`src/rtl/count_mon_pkg.sv`:
```
// Shared types and default widths for the count step monitor.
//   mon_state_t : monitor FSM states
//   step_cls_t  : classification of one observed step (encoding is visible on step_cls)
package count_mon_pkg;

    localparam int unsigned CW_DEF        = 8;
    localparam int unsigned MAX_STEP_DEF  = 8;
    localparam int unsigned STAT_W_DEF    = 16;
    localparam int unsigned STALL_LIM_DEF = 4;
    localparam int unsigned RUN_W         = 8;

    typedef enum logic [1:0] {
        IDLE  = 2'd0,
        TRACK = 2'd1,
        ERR   = 2'd2
    } mon_state_t;

    typedef enum logic [1:0] {
        STALL   = 2'd0,
        UNIT    = 2'd1,
        JUMP    = 2'd2,
        RESTART = 2'd3
    } step_cls_t;

endpackage

```
`src/rtl/sat_counter.sv`:
```
// Saturating up-counter with synchronous clear.
// Ports:
//   clock, reset : rising-edge clock, asynchronous active-high reset
//   inc          : count up by one unless already all-ones
//   clr          : synchronous clear, wins over inc
//   q            : current count
module sat_counter #(
    parameter int unsigned W = 8
) (
    input  logic         clock,
    input  logic         reset,
    input  logic         inc,
    input  logic         clr,
    output logic [W-1:0] q
);

    logic [W-1:0] q_q;
    logic [W-1:0] q_d;

    always_comb begin
        q_d = q_q;
        if (clr) begin
            q_d = '0;
        end else if (inc && (q_q != '1)) begin
            q_d = q_q + W'(1);
        end
    end

    always_ff @(posedge clock or posedge reset) begin
        if (reset) begin
            q_q <= '0;
        end else begin
            q_q <= q_d;
        end
    end

    assign q = q_q;

endmodule

```
`src/rtl/count_step_monitor.sv`:
```
// Observes a counter stream and classifies the modulo-2^CW step between
// successive valid samples as STALL, UNIT, JUMP or RESTART, with saturating
// statistics and a sticky error for forward jumps larger than MAX_STEP.
// Optional feature macro: STALL_TIMEOUT_EN (adds the consecutive-stall
// detector driving stalled; without it stalled is tied low).
// Ports:
//   clock, reset : rising-edge clock, asynchronous active-high reset
//   count_in     : observed counter value, qualified by count_valid
//   clr_stats    : synchronous clear of statistics and err
//   step_out     : last step, (count_in - prev) mod 2^CW
//   step_valid   : one-cycle pulse when step_out/step_cls update
//   step_cls     : 0 STALL, 1 UNIT, 2 JUMP, 3 RESTART
//   run_len      : consecutive UNIT steps, saturating
//   jump_cnt     : JUMP steps seen, saturating
//   restart_cnt  : RESTART events seen, saturating
//   err          : sticky illegal-step flag
//   stalled      : STALL_LIM consecutive STALL steps seen
module count_step_monitor
    import count_mon_pkg::*;
#(
    parameter int unsigned CW        = CW_DEF,
    parameter int unsigned MAX_STEP  = MAX_STEP_DEF,
`ifdef STALL_TIMEOUT_EN
    parameter int unsigned STALL_LIM = STALL_LIM_DEF,
`endif
    parameter int unsigned STAT_W    = STAT_W_DEF
) (
    input  logic              clock,
    input  logic              reset,
    input  logic [CW-1:0]     count_in,
    input  logic              count_valid,
    input  logic              clr_stats,
    output logic [CW-1:0]     step_out,
    output logic              step_valid,
    output logic [1:0]        step_cls,
    output logic [RUN_W-1:0]  run_len,
    output logic [STAT_W-1:0] jump_cnt,
    output logic [STAT_W-1:0] restart_cnt,
    output logic              err,
    output logic              stalled
);

    mon_state_t    state_q, state_d;
    logic [CW-1:0] prev_q, prev_d;
    logic [CW-1:0] step_q, step_d;
    step_cls_t     cls_q, cls_d;
    logic          step_valid_q, step_valid_d;
    logic          err_q, err_d;

    logic [CW-1:0] step_raw;
    step_cls_t     cls_now;
    logic          fire;
    logic          illegal;

    assign step_raw = count_in - prev_q;
    assign fire     = count_valid && (state_q != IDLE);

    // Restart check comes first so that a wrap to zero is never seen as a step.
    always_comb begin
        if ((count_in == '0) && (prev_q != '0)) begin
            cls_now = RESTART;
        end else if (step_raw == '0) begin
            cls_now = STALL;
        end else if (step_raw == CW'(1)) begin
            cls_now = UNIT;
        end else begin
            cls_now = JUMP;
        end
    end

    assign illegal = (cls_now == JUMP) && (step_raw > CW'(MAX_STEP));

    always_comb begin
        state_d      = state_q;
        prev_d       = prev_q;
        step_d       = step_q;
        cls_d        = cls_q;
        step_valid_d = 1'b0;
        err_d        = err_q;

        case (state_q)
            IDLE: begin
                if (count_valid) begin
                    prev_d  = count_in;
                    state_d = TRACK;
                end
            end
            TRACK, ERR: begin
                if (count_valid) begin
                    prev_d       = count_in;
                    step_d       = step_raw;
                    cls_d        = cls_now;
                    step_valid_d = 1'b1;
                    if (illegal) begin
                        err_d   = 1'b1;
                        state_d = ERR;
                    end
                end
            end
            default: begin
                state_d = IDLE;
            end
        endcase

        // Clear beats a simultaneous illegal step, so err and ERR stay consistent.
        if (clr_stats) begin
            err_d = 1'b0;
            if (state_d == ERR) begin
                state_d = TRACK;
            end
        end
    end

    always_ff @(posedge clock or posedge reset) begin
        if (reset) begin
            state_q      <= IDLE;
            prev_q       <= '0;
            step_q       <= '0;
            cls_q        <= STALL;
            step_valid_q <= 1'b0;
            err_q        <= 1'b0;
        end else begin
            state_q      <= state_d;
            prev_q       <= prev_d;
            step_q       <= step_d;
            cls_q        <= cls_d;
            step_valid_q <= step_valid_d;
            err_q        <= err_d;
        end
    end

    sat_counter #(.W(RUN_W)) u_run_len (
        .clock (clock),
        .reset (reset),
        .inc   (fire && (cls_now == UNIT)),
        .clr   (clr_stats || (fire && ((cls_now == JUMP) || (cls_now == RESTART)))),
        .q     (run_len)
    );

    sat_counter #(.W(STAT_W)) u_jump_cnt (
        .clock (clock),
        .reset (reset),
        .inc   (fire && (cls_now == JUMP)),
        .clr   (clr_stats),
        .q     (jump_cnt)
    );

    sat_counter #(.W(STAT_W)) u_restart_cnt (
        .clock (clock),
        .reset (reset),
        .inc   (fire && (cls_now == RESTART)),
        .clr   (clr_stats),
        .q     (restart_cnt)
    );

`ifdef STALL_TIMEOUT_EN
    logic [7:0] stall_cnt;

    sat_counter #(.W(8)) u_stall_cnt (
        .clock (clock),
        .reset (reset),
        .inc   (fire && (cls_now == STALL)),
        .clr   (clr_stats || (fire && (cls_now != STALL))),
        .q     (stall_cnt)
    );

    assign stalled = (stall_cnt >= 8'(STALL_LIM));
`else
    assign stalled = 1'b0;
`endif

    assign step_out   = step_q;
    assign step_cls   = cls_q;
    assign step_valid = step_valid_q;
    assign err        = err_q;

endmodule

```
`config.mk`:
```
export PLATFORM = sky130hd
export DESIGN_NAME = count_step_monitor
export DESIGN_NICKNAME = d
export VERILOG_FILES = /design/src/rtl/count_mon_pkg.sv /design/src/rtl/sat_counter.sv /design/src/rtl/count_step_monitor.sv
export SDC_FILE = /design/constraint.sdc
export NUM_CORES = 1
export LEC_CHECK = 0
export BUFFER_PORTS_ARGS = -buffer_cell sky130_fd_sc_hd__buf_2
export CORE_MARGIN = 2
export CORE_UTILIZATION = 59
export CTS_BUF_LIST = sky130_fd_sc_hd__clkbuf_16
export DETAILED_ROUTE_END_ITERATION = 8
export GPL_TIMING_DRIVEN = 0
export PLACE_DENSITY = 0.83
export SYNTH_ARGS = -nofsm -noshare
export SYNTH_HDL_FRONTEND = slang
export SYNTH_HIERARCHICAL = 1
export SYNTH_SLANG_ARGS = --single-unit
```
`constraint.sdc`:
```
create_clock -name clock -period 6.2 [get_ports clock]
set_input_delay 0.62 -clock clock [delete_from_list [all_inputs] [get_ports clock]]
set_output_delay 0.62 -clock clock [all_outputs]
set_load 0.02 [all_outputs]
```
; ---- Yosys cells after proc, flatten, opt, wreduce, memory -nomap -nowiden
; Cells that the tools add are included.
; Widths: inputs -> output; s select.
[word_totals]
regBits = 62
output_inout_bits = 53
[classes]
add_sub_neg = 4
magnitude_cmp = 1
n_eq_ne = 10
mux = 21
n_reduce_logical = 28
[ops]
columns = cell, count
row1 = $mux 16, 4
row2 = $add 16x1->16 const B, 2
row3 = $ne 16x16->1 const B, 2
row4 = $logic_not 8->1, 2
row5 = $mux 2, 8
row6 = $mux 8, 2
row7 = $reduce_bool 2->1, 7
row8 = $logic_and 1x1->1, 10
row9 = $add 8x1->8 const B, 1
row10 = $eq 2x2->1 const B, 4
row11 = $eq 8x1->1 const B, 1
row12 = $gt 8x4->1 const B, 1
row13 = $ne 8x8->1 const B, 1
row14 = $reduce_bool 8->1, 1
row15 = $sub 8x8->8, 1
row16 = $mux 1, 6
row17 = $eq 2x1->1 const B, 2
row18 = $pmux 2 s2, 1
row19 = $reduce_and 2->1, 2
row20 = $reduce_and 3->1, 1
row21 = $reduce_or 3->1, 1
row22 = $logic_not 2->1, 1
row23 = $logic_or 1x1->1, 2
row24 = $reduce_or 2->1, 1

; ---- Logic depth before layout (Yosys ltp)
; Gate-level depths: netlist (run 1).
[depth]
depth_word = 13
ltp_mapped = 14
mapped_depth_nobuf = 13

; ---- Hierarchy
; Netlist (run 1), hierarchy kept.
[modules_own_cells]
columns = module, n_inst, cells_per_inst, area_per_inst_um2, seq_area_each_um2
row1 = sat_counter (u_jump_cnt ...), 2, 101, 932.1, 400.4
row2 = count_step_monitor, 1, 158, 1376.3, 550.5
row3 = sat_counter (u_run_len), 1, 49, 504.2, 200.2

; ---- Least setup slack after synthesis (run 1)
; Ideal clock, no wire load.
[synth_path]
kind = input port to flip-flop
startpoint = in count_in[0]
endpoint = reg u_run_len.q_q[5] (netlist: u_run_len/q[5])
setup_time_ns = 0.125
t_arrival_ns = 3.408
t_required_ns = 6.075
slack_ns = 2.667
stages = 12
cell_sequence = inv_1 -> ha_1 -> fa_1 -> nand2b_1 -> a21oi_1 -> mux2i_1 -> o2111a_2 -> nand3_1 -> nor4_1 -> nand4_1 -> a211oi_2 -> mux2_4
[synth_via]
elab_chain_cells = 10
elab_cells_between_ends = 18
cone_classes = add/sub (1) / eq/ne (4) / mux (4) / reduce/logical (9)
[synth_rtl]
columns = element, line
row1 = start: declaration, count_step_monitor.sv:30  ; input logic [CW-1:0] count_in,
row2 = $sub 8x8->8, count_step_monitor.sv:55  ; assign step_raw = count_in - prev_q;
row3 = $eq 8x1->1, count_step_monitor.sv:64  ; end else if (step_raw == CW'(1)) begin
row4 = $mux 2, count_step_monitor.sv:64
row5 = $mux 2, count_step_monitor.sv:62  ; end else if (step_raw == '0) begin
row6 = $mux 2 *, count_step_monitor.sv:60  ; if ((count_in == '0) && (prev_q != '0)) begin
row7 = $eq 2x2->1, count_step_monitor.sv:136  ; .clr (clr_stats || (fire && ((cls_now == JUMP) || (cls_now == RESTART)))),
row8 = $logic_or 1x1->1, count_step_monitor.sv:136
row9 = $logic_and 1x1->1, count_step_monitor.sv:136
row10 = $logic_or 1x1->1, count_step_monitor.sv:136
row11 = $mux 8 / $reduce_bool 2->1 (equally long branches), -
row12 = end signal: assignment, sat_counter.sv:33  ; q_q <= q_d;
row13 = end: declaration, sat_counter.sv:17  ; logic [W-1:0] q_q;
; Mark *: on every way between the ends. The rest lies on a longest branch, timed or not.
; A chain may end at the register's enable or synchronous reset.

; ---- Final worst setup path (run 1)
; Ends and elaborated chain as after synthesis.

==> results of run 1 <==
==> power breakdown <==
| group | switching, W | internal, W | total [W] |
|---|---|---|---|
| clock | 0.000168 | 0.000259 | 0.000427 |
| sequential | 0.0000340 | 0.000462 | 0.000496 |
| combinational | 0.000254 | 0.000143 | 0.000397 |
==> sequential cells by signal, indices dropped and copies added (netlist names) <==
register and flops:
u_restart_cnt/q 16, u_jump_cnt/q 16, err 1, step_valid 1, prev_q 8, step_cls 2, step_out 8, state_q 2
u_run_len/q 8
==> placed cells by master (no fill, tap or decap), types with 3 or more instances in the layout <==
master,netlist,final
buf_2,0,63
dfrtp_1,62,62
nand2_1,38,38
a21oi_1,36,36
o21ai_0,31,31
inv_1,23,24
nor2_1,20,20
nand3_1,20,20
or4_1,13,13
ha_1,12,12
or3_1,12,12
nor2b_1,11,11
nor4_1,11,11
o31ai_1,11,11
nand2b_1,10,10
nor3_1,10,10
nand4_1,10,10
clkbuf_16,0,9
mux2_2,6,6
clkbuf_1,5,5
mux2i_1,4,4
o41ai_1,4,4
mux2_4,4,4
xnor2_1,3,3
a31oi_1,3,3
buf_4,3,3
clkinv_1,0,3
and4_1,3,3
==> final timing paths <==
path	slack (ns)	cells after the start	endpoint	start
worst min register to register	0.47	2	step_cls[1]$_DFFE_PP0P_	step_cls[1]$_DFFE_PP0P_
worst max-delay path	2.33	13	u_run_len/q[5]$_DFFE_PP0P_	count_in[0]
max in group asynchronous	5.17	2	step_out[4]$_DFFE_PP0P_	reset
min in group clock	0.47	2	step_cls[1]$_DFFE_PP0P_	step_cls[1]$_DFFE_PP0P_
worst max register to register	2.38	11	u_run_len/q[5]$_DFFE_PP0P_	prev_q[0]$_DFFE_PP0P_
worst min-delay path	0.28	2	u_run_len/q[4]$_DFFE_PP0P_	reset
==> worst max-delay path, delay by kind of cell <==
family	cells	cell delay (ns)
multiplexers	2	0.57
buffers and inverters	2	0.15
AND/OR/NAND/NOR	4	1.24
AO/OA/AOI/OAI	3	0.85
adder cells (fa/ha/maj)	2	0.63
==> area by class of cell <==
cell class	count	area (um^2)	area share
buffer	14	91.3	0.0208
clock buffer	9	225	0.0512
clock inverter	5	20.0	0.00455
inverter	23	86.3	0.0196
multi-input combinational	310	2020	0.458
sequential	62	1550	0.352
tap	77	96.3	0.0219
timing repair buffer	63	315	0.0716
==> stage by stage <==
stage | cells | area (um^2) | hold WS (ns) | utilization
final | 563 | 4400 | 0.279 | 0.705
after global routing | 563 | 4400 | 0.312 | 0.705
after detailed placement | 549 | 4160 | 0.467 | 0.666
after floorplan | 409 | 3740 | 0.436 | -
after global placement | 549 | 4160 | 0.461 | 0.666
after CTS | 563 | 4400 | 0.288 | 0.705
==> layer usage <==
metal / track usage / vias up / wire length (um)
met5: 0 / - / 0
met4: 0.0938 / 0 / 144
met3: 0.0574 / 17 / 382
met2: 0.430 / 81 / 4360
met1: 0.348 / 1627 / 3970
li1: - / 1669 / -
==> logic make-up (layout without fill, tap and decap cells) <==
family                     Yosys count  after routing  synth area share
and+or+nand+nor                    173            173             0.262
AOI/OAI and AO/OA                  104            104             0.173
DFF                                 62             62             0.414
buffers and inverters               37            114            0.0474
muxes                               14             14            0.0448
adders and majority gates           13             13            0.0454
xor gates and xnor gates             5              5            0.0117
other                                1              1           0.00100
==> reports/qor.log, run 1 <==
INFO  synthesis      syn-instance-count=409
INFO  synthesis      post_synthesis_sequential_element_count=62
INFO  finish         synthToLayoutAreaGrowth=17.5%
INFO  placement      pre_cts_ws=2.05ns
INFO  timing         tightest_slew=0.846ns
INFO  synthesis      synthesis.area=3740um^2
INFO  placement      gp_congestion=0.845
INFO  cts            cts_max_level=3
INFO  timing         setup_ws=2.33ns
INFO  route          drt-initial-drc-count=257
INFO  global_routing first_global_vias=3196
INFO  power_and_ir_drop maximum_vdd_drop=253uV
INFO  cts            clkSlewWorstSetupHoldPaths=0.05ns
INFO  cts            post_cts_gate_resize_count=0
INFO  synthesis      ys_warn_count=6
INFO  route          drt_wl_total=8850um
INFO  timing         timing_hold_violations_final=0
INFO  finish         num-fill-cells=492
INFO  outcome        outcome=complete, no violations
INFO  critical_path  cpMaxStageDelayCell=nor4_1
INFO  global_routing grt_start_max_net_pins=23
INFO  placement      detailed_place_hpwl=6330um
INFO  floorplan      chipHeight=83.7um
INFO  critical_path  required=6.41ns
INFO  cts            cts.hold.buffers_added=0
INFO  global_routing global_route_wire_length_before_repair=15000um
INFO  route          drc_errors=0
INFO  cts            cts_setup_buffers=0
INFO  power_and_ir_drop total_power=0.00132W
INFO  timing         final-max-slew-violation-count=0
INFO  timing         timing.clock.skew=0.00577ns
INFO  cts            number_of_clock_sinks_seen_by_cts=62
INFO  route          post_drt_via_cell_ratio=6.03
INFO  synthesis      synth.top_cells.by_count=dfrtp_1, nand2_1, a21oi_1
INFO  flow_run       max-cap-violations=0
INFO  floorplan      start_util=0.600
INFO  global_routing gr-usage-all-layers=0.263
INFO  timing         rsz_0062_raised_after_global_routing=false
INFO  cts            tritoncts.num_buffers=9
INFO  power_and_ir_drop power.density_cell_area=300nW/um^2
INFO  synthesis      synth_async_sr_flop_share=1.00
INFO  synthesis      yosysMostFrequentCell=dfrtp_1
INFO  synthesis      synthDistinctLibCells=57
INFO  power_and_ir_drop p_leak=2.02nW
INFO  timing         timing.slew.headroom=0.435
INFO  timing         fin_crit_sh=0.625
INFO  cts            worstSkewPairLatency=0.33ns
INFO  hold_path      worstHoldPathType=in -> async
INFO  critical_path  setup.worst_path.class=in -> reg
INFO  cts            clock_tree_from_tritoncts=done
INFO  finish         drive_gt1_frac=0.220
INFO  timing         layout_min_cycle_time=3.87ns
INFO  synthesis      synth_area_leader_cell=dfrtp_1
INFO  synthesis      syn-num-nets=434
INFO  placement      placement.io_buffers=63
INFO  critical_path  setup.worst_path.start_class=primary input
INFO  critical_path  timing.critical_path.fanout_max=5
INFO  synthesis      synth-edff-count=0
INFO  cts            cts-root-buf=clkbuf_16
INFO  critical_path  critical_path.max_stage_delay=0.59ns
INFO  critical_path  timing.critical_path.to_type=flip-flop
INFO  route          wire_per_inst=15.7um
INFO  route          number_of_optimization_iterations_in_the_first_detailed_route_pass=4
INFO  floorplan      io_pins=65
INFO  route          antenna_left=0
INFO  timing         final-setup-viol-count=0
INFO  global_routing globalRouteOverflowTotal=0
INFO  floorplan      design.core.area=6240um^2
INFO  floorplan      design.die.area=7000um^2
INFO  route          detailroute.via_count=3394
INFO  synthesis      netlist.area_leader.share=0.414
INFO  timing         final.setup.tns=0ns
INFO  synthesis      synthesis.area_per_instance=9.16um^2
INFO  finish         diodes=0
INFO  floorplan      horiz_die_dim=83.7um
INFO  synthesis      synth_area_leaders=dfrtp_1, a21oi_1, o21ai_0, ha_1, nand2_1
INFO  cts            cts.path.max_buffers=2
INFO  synthesis      yosysSeqAreaShare=0.414
INFO  timing         fmaxAchievable=258MHz
INFO  critical_path  timing.critical_path.cells=buf_2 > inv_1 > ha_1 > fa_1 > nand2b_1 > a21oi_1 > mux2i_1 > o2111a_2 > nand3_1 > nor4_1 > nand4_1 > a211oi_2 > mux2_4
INFO  critical_path  arrival=4.08ns
INFO  synthesis      synthFlopType=dfrtp_1
INFO  finish         layout.nets=508
INFO  global_routing grt_antenna_before_repair=0
INFO  floorplan      core.rowCount=29
No activity file was read; power rests on OpenSTA's default activity.
==> run 2: changes to the inputs <==
Settings changed: ABC_AREA set to 1, CORE_UTILIZATION 59 to 58, PLACE_DENSITY 0.83 to 0.81.
Clock period 6.2 ns to 3.71 ns, I/O delays scaled along.
==> reports/qor.log, run 2 <==
INFO  synthesis      synthDistinctLibCells=36 [was 57]
INFO  critical_path  required=3.98ns [was 6.41 ns]
INFO  power_and_ir_drop maximum_vdd_drop=360uV [was 253 uV]
INFO  power_and_ir_drop p_leak=2.71nW [was 2.02 nW]
INFO  finish         drive_gt1_frac=0.201 [was 0.220]
INFO  cts            cts.hold.buffers_added=0 [unchanged]
INFO  route          top_signal_layer_used=met4 [unchanged]
INFO  route          number_of_optimization_iterations_in_the_first_detailed_route_pass=5 [was 4]
INFO  critical_path  arrival=3.39ns [was 4.08 ns]
INFO  timing         timing.clock.skew=0.00753ns [was 0.00577 ns]
INFO  synthesis      synth.top_cells.by_count=nand2_1, inv_1, dfrtp_1 [was dfrtp_1, nand2_1, a21oi_1]
INFO  global_routing first_global_vias=3767 [was 3196]
INFO  floorplan      io_pins=65 [unchanged]
INFO  synthesis      syn-instance-count=583 [was 409]
INFO  cts            tritoncts.num_buffers=9 [unchanged]
INFO  cts            worstSkewPairLatency=0.33ns [about the same]
INFO  global_routing grt_start_max_net_pins=23 [unchanged]
INFO  critical_path  timing.critical_path.to_type=flip-flop [unchanged]
INFO  cts            cts.path.max_buffers=2 [unchanged]
INFO  timing         fin_crit_sh=0.842
INFO  cts            number_of_clock_sinks_seen_by_cts=62 [unchanged]
INFO  synthesis      post_synthesis_sequential_element_count=62 [unchanged]
INFO  timing         final-max-slew-violation-count=0 [unchanged]
INFO  outcome        outcome=complete, no violations [unchanged]
INFO  global_routing grt_antenna_before_repair=0 [unchanged]
INFO  route          route.layer.met1.wl=4230um [was 3970 um]
INFO  hold_path      worstHoldPathType=in -> async [unchanged]
INFO  route          drt_wl_total=10000um [was 8850 um]
INFO  finish         synthToLayoutAreaGrowth=17.2% [was 17.5%]
INFO  synthesis      synth_area_leaders=dfrtp_1, nand2_1, inv_1, nor2_1, nand3_1 [was dfrtp_1, a21oi_1, o21ai_0, ha_1, nand2_1]
INFO  global_routing gr-usage-all-layers=0.270 [was 0.263]
INFO  floorplan      start_util=0.606 [was 0.600]
INFO  route          length_of_routed_met2_wiring=4910um [was 4360 um]
INFO  timing         timing_hold_violations_final=0 [unchanged]
INFO  timing         timing.slew.headroom=0.414 [was 0.435]
INFO  cts            clkSlewWorstSetupHoldPaths=0.05ns [about the same]
INFO  timing         final-setup-viol-count=0 [unchanged]
INFO  synthesis      synthesis.area=4160um^2 [was 3740 um^2]
INFO  route          drc_errors=0 [unchanged]
INFO  timing         setup_ws=0.586ns [was 2.33 ns]
INFO  floorplan      core.rowCount=30 [was 29]
INFO  floorplan      design.core.area=6870um^2 [was 6240 um^2]
INFO  power_and_ir_drop power.density_cell_area=499nW/um^2 [was 300 nW/um^2]
INFO  placement      gp_congestion=0.948 [was 0.845]
INFO  synthesis      synth_area_leader_cell=dfrtp_1 [unchanged]
INFO  cts            cts-root-buf=clkbuf_16 [unchanged]
INFO  route          detailroute.wirelength.met3=669um [was 382 um]
INFO  synthesis      synthesis.area_per_instance=7.14um^2 [was 9.16 um^2]
INFO  critical_path  setup.worst_path.class=reg -> reg [was in -> reg]
INFO  critical_path  cpMaxStageDelayCell=fa_1 [was nor4_1]
INFO  finish         most_frequent_standard_cell_in_the_layout_excluding_fill_and_tap_cells=nand2_1 [was buf_2]
INFO  route          antenna_left=0 [unchanged]
INFO  floorplan      design.die.area=7870um^2 [was 7000 um^2]
INFO  synthesis      yosysSeqAreaShare=0.373 [was 0.414]
INFO  route          wire_per_inst=13.3um [was 15.7 um]
INFO  critical_path  timing.critical_path.cells=ha_1 > fa_1 > inv_1 > nand2_1 > nand2_1 > a21oi_1 > nor2b_2 > nor2_4 > nand2_2 > nor2_4 > nor3_1 > inv_1 > nor2_2 > buf_2 > nand4_1 > nand2_1 [was buf_2 > inv_1 > ha_1 > fa_1 > nand2b_1 > a21oi_1 > mux2i_1 > o2111a_2 > nand3_1 > nor4_1 > nand4_1 > a211oi_2 > mux2_4]
INFO  placement      detailed_place_hpwl=7250um [was 6330 um]
INFO  synthesis      syn-num-nets=608 [was 434]
INFO  critical_path  crit_path_frequent_cell=nand2_1
INFO  timing         fmaxAchievable=320MHz
INFO  timing         tightest_slew=0.878ns [was 0.846 ns]
INFO  placement      pre_cts_ws=0.542ns [was 2.05 ns]
INFO  critical_path  critical_path.max_stage_delay=0.42ns [was 0.59 ns]
INFO  synthesis      synth_async_sr_flop_share=1.00 [unchanged]
INFO  route          detailroute.via_count=4032 [was 3394]
INFO  timing         final.setup.tns=0ns [unchanged]
INFO  route          drt-initial-drc-count=195 [was 257]
INFO  finish         diodes=0 [unchanged]
INFO  timing         rsz_0062_raised_after_global_routing=false [unchanged]
INFO  synthesis      yosysMostFrequentCell=nand2_1 [was dfrtp_1]
INFO  placement      placement.io_buffers=63 [unchanged]
INFO  critical_path  setup.worst_path.start_class=flip-flop [was primary input]
INFO  global_routing global_route_wire_length_before_repair=16800um [was 15000 um]
INFO  critical_path  timing.critical_path.fanout_max=10 [was 5]
INFO  synthesis      synthFlopType=dfrtp_1 [unchanged]
INFO  timing         layout_min_cycle_time=3.12ns
INFO  finish         num-fill-cells=570 [was 492]
INFO  cts            cts_max_level=3 [unchanged]
INFO  flow_run       max-cap-violations=0 [unchanged]
INFO  finish         layout.nets=682 [was 508]
INFO  global_routing globalRouteOverflowTotal=0 [unchanged]
INFO  floorplan      chipHeight=88.7um [was 83.7 um]
INFO  cts            cts_setup_buffers=0 [unchanged]
INFO  route          post_drt_via_cell_ratio=5.32 [was 6.03]
INFO  synthesis      ys_warn_count=6 [unchanged]
INFO  synthesis      synth-edff-count=0 [unchanged]
INFO  synthesis      netlist.area_leader.share=0.373 [was 0.414]
INFO  cts            clock_tree_from_tritoncts=done [unchanged]
INFO  cts            post_cts_gate_resize_count=0 [unchanged]
INFO  finish         most_frequent_cells_in_the_layout=nand2_1, inv_1, buf_2, dfrtp_1, nor2_1 [was buf_2, dfrtp_1, nand2_1, a21oi_1, o21ai_0]
INFO  floorplan      horiz_die_dim=88.7um [was 83.7 um]
==> run 2: changes by cell type in the layout (fill, tap and decap cells not counted), moves of 12 or more <==
cell / change
or3_1: -12
nand2_1: +158
nand2_2: +15
nor2_1: +33
nand3_1: +16
o21ai_0: -16
inv_1: +52
a21oi_1: -26
or4_1: -13
nand4_1: +13
==> run 2: critical path: cells and delay by family (launching register included) <==
family	cells	cell delay (ns)
AND/OR/NAND/NOR	10	1.36
adder cells (fa/ha/maj)	2	0.64
buffers and inverters	3	0.55
flip-flops	1	0.40
AO/OA/AOI/OAI	1	0.09
==> run 2: cell families after synthesis <==
group / synth area share
adder cells (fa/ha/maj): 0.0409
buffers and inverters: 0.0893
flip-flops: 0.373
XOR/XNOR: 0.0295
AO/OA/AOI/OAI: 0.0430
AND/OR/NAND/NOR: 0.423
other: 0.000901
==> run 2: area by class of cell <==
type / count / area, um^2 / area share
plain buffers: 10 / 58.8 / 0.0121
clock buffers: 9 / 225 / 0.0462
clock inverters: 7 / 56.3 / 0.0115
inverters: 82 / 313 / 0.0641
multi-input cells: 429 / 2240 / 0.459
flip-flops and latches: 62 / 1550 / 0.318
well taps: 96 / 120 / 0.0246
repair buffers: 63 / 315 / 0.0646
==> run 2: worst paths after layout <==
| check | endpoint | startpoint | slack [ns] | depth (start not counted) |
|---|---|---|---|---|
| worst min-delay path | u_run_len/q[4]$_DFFE_PP0P_ | reset | 0.04 | 2 |
| max in group asynchronous | step_cls[1]$_DFFE_PP0P_ | reset | 2.90 | 2 |
| worst max-delay path | u_jump_cnt/q[3]$_DFFE_PP0P_ | prev_q[0]$_DFFE_PP0P_ | 0.59 | 16 |
| min in group clock | prev_q[2]$_DFFE_PP0P_ | count_in[2] | 0.34 | 3 |
| worst min register to register | step_out[4]$_DFFE_PP0P_ | step_out[4]$_DFFE_PP0P_ | 0.47 | 2 |
| worst max register to register | u_jump_cnt/q[3]$_DFFE_PP0P_ | prev_q[0]$_DFFE_PP0P_ | 0.59 | 16 |
==> run 2: stage by stage <==
stage	total power [W]	hold slack [ns]	cells	area (um^2)	utilization
after floorplan	0.00143	0.187	583	4160	-
after global placement	0.00160	0.389	742	4600	0.669
after detailed placement	0.00164	0.387	742	4600	0.669
after CTS	0.00244	0.0409	758	4880	0.710
after global routing	0.00257	0.0615	758	4880	0.710
final	0.00243	0.0362	758	4880	0.710
==> run 2: report_power, final <==
group / leakage (nW) / switching [W] / total [W] / internal [W]
combinational: 1.74 / 0.000519 / 0.000784 / 0.000265
sequential: 0.823 / 0.0000700 / 0.000848 / 0.000778
clock: 0.145 / 0.000295 / 0.000803 / 0.000508
==> run 2: routing by layer <==
metal | GRT usage | vias to the layer above
met2 | 0.451 | 153
li1 | - | 1977
met1 | 0.348 | 1876
met3 | 0.0410 | 26
met4 | 0.117 | 0
met5 | 0 | -
